### src/rtl/uart_pkg.sv
// Shared UART transmitter constants and a counter-width helper.
package uart_pkg;

  // Counter widths for the UART transmitter's bit counters.
  localparam int UART_DATA_CNT_W = 4;
  localparam int UART_STOP_CNT_W = 2;

  // Default terminal values for the data-bit and stop-bit counters.
  localparam int UART_DATA_CNT_MAX = 15;
  localparam int UART_STOP_CNT_MAX = 3;

  // Smallest counter width that can hold max_val (never less than 1 bit).
  function automatic int cnt_width(input int unsigned max_val);
    int w;
    w = 1;
    for (int i = 1; i < 32; i++) begin
      if (max_val >= (32'd1 << i)) w = i + 1;
    end
    return w;
  endfunction

endpackage

### src/rtl/mod_counter.sv
// Free-running modulo (MAX_VAL+1) up-counter with count enable and
// asynchronous active-low clear. Parent FSMs compare out against a runtime
// target and pulse rst to restart from zero.
module mod_counter
  import uart_pkg::*;
#(
  parameter int WIDTH   = 4,
  parameter int MAX_VAL = (1 << WIDTH) - 1
) (
  input  logic             clk,
  input  logic             rst,
  input  logic             ce,
  output logic [WIDTH-1:0] out,
  output logic             tc
);

  localparam logic [WIDTH-1:0] MAX_Q = WIDTH'(MAX_VAL);

  // Reject illegal parameterisations at elaboration time.
  if (WIDTH < 1 || WIDTH > 16) begin : g_bad_width
    $error("mod_counter: WIDTH=%0d outside 1..16", WIDTH);
  end
  if (MAX_VAL < 0 || cnt_width(MAX_VAL) > WIDTH) begin : g_bad_max
    $error("mod_counter: MAX_VAL=%0d does not fit in %0d bits", MAX_VAL, WIDTH);
  end

  // Count register: async clear, hold when disabled, wrap after MAX_VAL.
  // Using >= also recovers from any out-of-range value on the next enabled edge.
  always_ff @(posedge clk or negedge rst) begin
    if (!rst) begin
      out <= '0;
    end else if (ce) begin
      if (out >= MAX_Q) out <= '0;
      else              out <= out + 1'b1;
    end
  end

  // Terminal count decoded straight from the register, independent of ce.
  assign tc = (out == MAX_Q);

endmodule

### config.mk
export PLATFORM = sky130hd
export DESIGN_NAME = mod_counter
export DESIGN_NICKNAME = d
export VERILOG_FILES = /design/src/rtl/uart_pkg.sv /design/src/rtl/mod_counter.sv
export SDC_FILE = /design/constraint.sdc
export NUM_CORES = 1
export LEC_CHECK = 0
export CORE_AREA = 3 3 40 42
export CTS_CLUSTER_SIZE = 16
export DETAILED_ROUTE_END_ITERATION = 7
export DIE_AREA = 0 0 43 45
export DONT_BUFFER_PORTS = 1
export PLACE_DENSITY = 0.3
export SLEW_MARGIN = 10
export SYNTH_ARGS = -nofsm -noshare
export SYNTH_HDL_FRONTEND = slang
export SYNTH_SLANG_ARGS = --single-unit
### constraint.sdc
create_clock -name clk -period 2.4 [get_ports clk]
set_input_delay 0.48 -clock clk [delete_from_list [all_inputs] [get_ports clk]]
set_output_delay 0.48 -clock clk [all_outputs]
set_load 0.03 [all_outputs]
; After elaboration in Yosys (flattened, before gate mapping)
; Cells that the tools add are included.
[totals]
in_bits = 3
wordCells = 5
output_inout_bits = 5
regBits = 4
[classes]
n_eq_ne = 1
order_cmp = 1
muxes = 1
add_sub_neg = 1
[op_table]
columns = operator, n
row1 = $add 4x1->4 const B, 1
row2 = $eq 4x4->1 const B, 1
row3 = $ge 4x4->1 const B, 1
row4 = $mux 4, 1

; Depth between registers and ports, before layout
; Gate-level depths: netlist of the first run.
[depth]
depth_word = 2
depth_mapped = 4
depth_no_buf = 4

; Worst setup path after synthesis of the first run
; OpenSTA, ideal clock, no wires.
[synth_timing]
path_kind = flip-flop to output port
from = register out[0]
to = output port tc
t_required_ps = 1920
n_path_buf = 0
path_slack_ps = 891
arrival_time_ps = 1029
stages_incl_launch_ff = 3
path_cell_list = dfrtp_1 > ha_1 > and3_4
[synth_between]
elab_chain_cells = 1
[synth_rtl]
columns = item, line_no
row1 = "start, declared", mod_counter.sv:13  ; output logic [WIDTH-1:0] out,
row2 = "start signal, assigned", mod_counter.sv:34  ; else out <= out + 1'b1;
row3 = $eq 4x4->1, mod_counter.sv:39  ; assign tc = (out == MAX_Q);
row4 = "end, declared", mod_counter.sv:14  ; output logic tc
; No other way between the ends.

; Final worst setup path of the first run
; Ends and elaborated chain as after synthesis.

==> key figures, run 1 <==
Timing
  • Max_slew headroom: between 70% and 80%
  • Final Max Tran Viols: 0
  • Min Tclk post-route: roughly 1.8 ns
  • Max Clock Skew: around 0.0033 ns
  • Period utilization: about three quarters
  • Final Setup Violations: 0
  • RSZ-0062 raised after global routing: false
  • Fmax: 0.549 GHz
  • Sum of negative setup slack: 0 ns
  • Worst slew pin tran: 0.417 ns
  • Hold Violations, Final: 0

Detailed routing
  • DRC viols: 0
  • Iteration-0 DRC count of the detailed router: 2
  • Post-Route WL: 387 um
  • Initial DRT Pass Iterations: 2
  • DRT antenna net count: 0
  • Drt wl/cell: about 11 um
  • Via count: 148
  • Vias/cell: 4.11

Setup path
  • Reg2reg end: out[0]
  • Crit-path max FO: 6
  • Endpoint class of the critical path: output pin
  • Launch point of the worst reg-to-reg path: out[0]
  • Reg2reg path depth: 3
  • CP Launch Type: flop
  • Setup CP Type: reg -> out
  • CP required: 1.92 ns
  • Worst reg2reg setup slack: 1.09 ns
  • Arr. time, crit path: 1.34 ns

Hold path
  • Hold Crit Start: ce
  • Hold Path Stages: 2
  • WHS Endpoint: out[0]
  • Worst min path class: in -> reg

Synth
  • Synth Cell Area: about 190 um2
  • Most area-hungry cell type in the Yosys netlist: dfrtp_1
  • Mean cell area of the mapped netlist: 11.2 um2
  • Seq cells post-synth: 4
  • Mapped Cells: 17
  • Warnings, synthesis: 0
  • Post-synth EDFFs: 0
  • Top-area cell type share of the netlist area: around 53%
  • Register area share after synthesis: a little over half
  • Synth Flop Type: dfrtp_1
  • Synth top cells by count: dfrtp_1, o21ai_1, nand2_1, nand2b_1
  • Count leader, synth: dfrtp_1
  • Dominant cells by area after synthesis: dfrtp_1, o21ai_1, ha_1
  • Asr flop ratio synth: 100%
  • Netlist cell types: 10
  • Syn Nets: 21

Layout
  • # fillers: 145
  • Final-stage net count: 27
  • Multi-input logic area: 90.1 um2
  • Max reg flops: 4
  • Layout area overhead: 27.0%
  • Most flops, register: out
  • Layout cells sized above 1: 19.0%
  • Fin area: 241 um2
  • Register Area: 100 um2
  • Largest regs: out (4)
  • N_diodes: 0

CTS
  • CTS tree: built
  • H-tree Lvls: 1
  • CTS buffer count: 3
  • Worst-path clk slew: 0.04 ns
  • Clock Root Buffer: clkbuf_4
  • Sink Count: 4
  • Clk Latency, worst-skew pair: 0.23 ns
  • Gates resized, CTS repair: 0
  • Max Buffers Root-to-Sink: 2

GRT
  • First-pass GRT wire length: 627 um
  • Initial antenna violation count: 0
  • Grt total ovfl: 0
  • Largest net degree at the start of global routing: 7
  • Vias in the first global route: 130
  • Gr usage total: around 5.5%

Floorplanning
  • # rows: 13
  • I/O pin count: 8
  • Initial core utilization: 14.8%
  • Core ar.: 1280 um2
  • Die extent in x: 43 um
  • Die area: 1940 um2
  • Die Ht: 45 um

Power
  • Sw Pwr: 153 uW
  • Leak pwr: 0.0000983 uW
  • Sequential Power Share: 57.7%
  • Comb pwr share: 18.5%
  • Sw frac: 45.1%
  • Clock network power share: around a quarter
  • Internal: 186 uW
  • Power Density: 1410 nW/um2
  • Peak VDD IR: between 0.0005 and 0.0006 V

Flow run
  • Total of max-cap violations: 0

Placement
  • RePlAce Congestion: a little under 0.7
  • Placed cell areas: around 210 um2
  • Port Buffer Count: 0

Run status
  • Status: finished, final reports clean
worst max-delay path, cell delays in order, from the launching register on:
cell and delay, ns:
dfrtp_1 0.59, ha_1 0.27, and3_4 0.26
final cells by class:
cell class | count | area share [%]
Sequential cell | 4 | 41.5
Timing Repair Buffer | 1 | 4.15
Multi-Input combinational cell | 13 | 37.3
Clock buffer | 3 | 9.33
Tap cell | 15 | 7.77
power groups by stage:
| stage | clock network, uW | registers (uW) | logic, uW |
|---|---|---|---|
| 6_report | 80.7 | 196 | 63.0 |
| 5_1_grt | 95.1 | 206 | 74.1 |
| 4_1_cts | 87.8 | 198 | 64.3 |
| 3_5_place_dp | 0 | 199 | 61.7 |
| 3_3_place_gp | 0 | 198 | 62.1 |
| 2_1_floorplan | 0 | 186 | 55.0 |
cells by family after synthesis:
kind of cell / Yosys count / synth area share, %
AOI/OAI and AO/OA: 4 / 10.5
xor gates and xnor gates: 1 / 4.61
adders and majority gates: 1 / 6.58
DFF: 4 / 52.6
muxes: 1 / 5.92
and+or+nand+nor: 6 / 19.7
cell usage in the layout, fill, tap and decap left out:
master | netlist | routed
dfrtp_1 | 4 | 4
ha_1 | 1 | 1
o21ai_1 | 3 | 3
nand2b_1 | 2 | 2
clkbuf_4 | 0 | 3
xnor2_1 | 1 | 1
dlygate4sd3_1 | 0 | 1
a21oi_1 | 1 | 1
and3_4 | 1 | 1
nand2_1 | 2 | 2
nand4_1 | 1 | 1
mux2_1 | 1 | 1
repair_timing:
action                                 4_1_cts  5_1_grt
endpoints found under the hold margin        4        0
hold buffers                                 1        0
setup buffers                                0        0
worst max path at each step:
stage / slack [ns] / start / end
6_report: 0.58 / out[0] / tc
2_1_floorplan: 0.89 / out[0] / tc
3_3_place_gp: 0.83 / out[0] / tc
3_5_place_dp: 0.82 / out[0] / tc
4_1_cts: 0.56 / out[0] / tc
5_1_grt: 0.50 / out[0] / tc
per-stage QoR:
step / cells / util, % / setup slack, ns / hold WS [ns] / power [uW]
5_1_grt: 36 / 18.8 / 0.500 / 0.372 / 375
6_report: 36 / 18.8 / 0.578 / 0.393 / 340
3_5_place_dp: 32 / 16.3 / 0.818 / 0.185 / 260
2_1_floorplan: 17 / - / 0.891 / 0.184 / 241
3_3_place_gp: 32 / 16.3 / 0.827 / 0.185 / 260
4_1_cts: 36 / 18.8 / 0.557 / 0.382 / 350
layer usage:
metal | wire length, um | vias up | GRT usage [%]
li1 | - | 70 | -
met1 | 174 | 66 | 5.85
met2 | 114 | 12 | 4.19
met3 | 97 | 0 | 8.76
met4 | 0 | 0 | 3.61
met5 | 0 | - | 0
(Power assumes the default switching activity.)
==> run 2: changes to the inputs <==
- clock period: 2.4 -> 1.8 ns (I/O delays scaled with it)
==> run 2 against run 1 <==
Effect of this change:
- die area unchanged
- hold slack got worse by 0.12 ns
- final cell count increased by 5.6%
- cell area increased by 6.2%
- clock power increased by 40%
- sequential power increased by 7%
- wire length increased by 18%
==> key figures, run 2 (synthesis results as in run 1) <==
Run status
  • Status: finished, final reports clean

Setup path
  • CP top delay family: flip-flops
  • Endpoint class of the critical path: output pin
  • CP max stage delay: 0.58 ns (about the same)
  • Launch point of the worst reg-to-reg path: out[2]
  • Worst-path cell chain: and3_4
  • Setup CP Type: reg -> out
  • Crit. Startpoint: out[2]
  • Slowest cell on crit path: dfrtp_1
  • Reg2reg path depth: 2 (-1)
  • Critical path depth: 1 (-1)
  • Crit-path max FO: 5 (-1)
  • Arr. time, crit path: 1.15 ns (-0.19 ns)
  • Critical Path Sink: tc
  • CP required: 1.44 ns (-0.48 ns)
  • CP Launch Type: flop
  • Worst reg2reg setup slack: 0.68 ns (-0.41 ns)
  • Reg2reg end: out[0]
  • WP buf/inv: 0 (unchanged)

CTS
  • Gates resized, CTS repair: 0 (unchanged)
  • Sink Count: 4 (unchanged)
  • Cts hold-fix bufs: 1 (unchanged)
  • CTS buffer count: 3 (unchanged)
  • H-tree Lvls: 1 (unchanged)
  • CTS tree: built
  • Max Buffers Root-to-Sink: 2 (unchanged)
  • Worst-path clk slew: 0.04 ns (about the same)
  • Setup Buffers After CTS: 0 (unchanged)
  • Clk Latency, worst-skew pair: 0.24 ns (about the same)
  • Clock Root Buffer: clkbuf_4

Floorplanning
  • Core ar.: 1280 um2 (unchanged)
  • Die extent in x: 43 um (unchanged)
  • Die Ht: 45 um (unchanged)
  • # rows: 13 (unchanged)
  • I/O pin count: 8 (unchanged)
  • Initial core utilization: 14.8% (unchanged)
  • Die area: 1940 um2 (unchanged)

Layout
  • Fin area: 256 um2 (+6.2%)
  • Most flops, register: out
  • Max reg flops: 4 (unchanged)
  • N_diodes: 0 (unchanged)
  • Layout area overhead: 34.9%
  • Layout cells sized above 1: 26.1% (+7.0 points)
  • Most frequent cells in the layout: dfrtp_1, o21ai_1, clkbuf_4
  • Final-stage net count: 29 (+7.4%)
  • Most common cell after layout, fill and taps aside: dfrtp_1
  • Largest regs: out (4)
  • # fillers: 145 (unchanged)

GRT
  • Largest net degree at the start of global routing: 7 (unchanged)
  • First-pass GRT wire length: 759 um (+21%)
  • Gr usage total: 6.35% (+0.84 points)
  • Initial antenna violation count: 0 (unchanged)
  • Vias in the first global route: 167 (+28%)
  • Grt total ovfl: 0 (unchanged)

Detailed routing
  • DRC viols: 0 (unchanged)
  • Drt wl/cell: 12.1 um (+12%)
  • Vias/cell: 3.89 (-5.3%)
  • Iteration-0 DRC count of the detailed router: 2 (unchanged)
  • DRT antenna net count: 0 (unchanged)
  • Via count: 148 (unchanged)
  • Initial DRT Pass Iterations: 3 (+1)
  • Post-Route WL: 458 um (+18%)

Hold path
  • Worst min path class: in -> reg

Placement
  • Placed cell areas: 224 um2 (+7.2%)
  • Dpl hpwl: 338 um
  • RePlAce Congestion: 0.589 (-13%)
  • Port Buffer Count: 0 (unchanged)

Timing
  • Max Clock Skew: 0.00755 ns (+0.00429 ns)
  • RSZ-0062 raised after global routing: false
  • Period utilization: roughly 84%
  • Final Max Tran Viols: 0 (unchanged)
  • Worst slew pin tran: 0.410 ns (-0.00691 ns)
  • Max_slew headroom: 72.7% (+0.46 points)
  • Min Tclk post-route: 1.51 ns
  • Final Setup Violations: 0 (unchanged)
  • Hold Violations, Final: 0 (unchanged)
  • Sum of negative setup slack: 0 ns (unchanged)
  • Fmax: around 0.66 GHz

Flow run
  • Total of max-cap violations: 0 (unchanged)

Power
  • Leak pwr: 0.000108 uW (+9.9%)
  • Peak VDD IR: 0.000499 V (-4.9%)
  • Power Density: 1910 nW/um2 (+36%)
run 2: cell count changes in the layout (fill, tap and decap cells not counted), sizes merged:
cell / change
buf: +2
run 2: stage by stage:
step	power (uW)	hold slack (ns)	utilization, %	instances	setup WS (ns)
after floorplan	321	0.0644	-	17	0.411
after global placement	373	0.0646	17.4	34	0.535
after detailed placement	375	0.0646	17.4	34	0.536
after CTS	500	0.263	20.0	38	0.281
after global routing	533	0.270	20.0	38	0.241
final	490	0.268	20.0	38	0.293
run 2: final cells by class:
class / instances / area (um2) / area share (%)
clock buffers: 3 / 22.5 / 8.78
multi-input cells: 13 / 90.1 / 35.1
flip-flops and latches: 4 / 100 / 39.0
well taps: 15 / 18.8 / 7.32
repair buffers: 3 / 25.0 / 9.76
run 2: per-layer routing:
layer | wire length [um] | share of wire (%) | global-route usage (%) | up-vias
li1 | - | - | - | 73
met1 | 194 | 42 | 5.12 | 64
met2 | 140 | 31 | 6.59 | 9
met3 | 112 | 24 | 10.8 | 2
met4 | 10 | 2.2 | 3.61 | 0
met5 | 0 | 0 | 0 | -
run 2: how the worst min path moves through the flow:
stage	startpoint	to	slack, ns	cells past startpoint
floorplan	rst	out[0]	0.06	0
global placement	rst	out[0]	0.06	0
detailed placement	rst	out[3]	0.06	0
CTS	ce	out[0]	0.26	2
global route	ce	out[1]	0.27	1
finish	ce	out[0]	0.27	2
run 2: where the power goes:
| group | switching, uW | internal (uW) |
|---|---|---|
| clock | 38.3 | 74.7 |
| combinational | 99.2 | 68.2 |
| sequential | 81.7 | 128 |
| total | 219 | 271 |
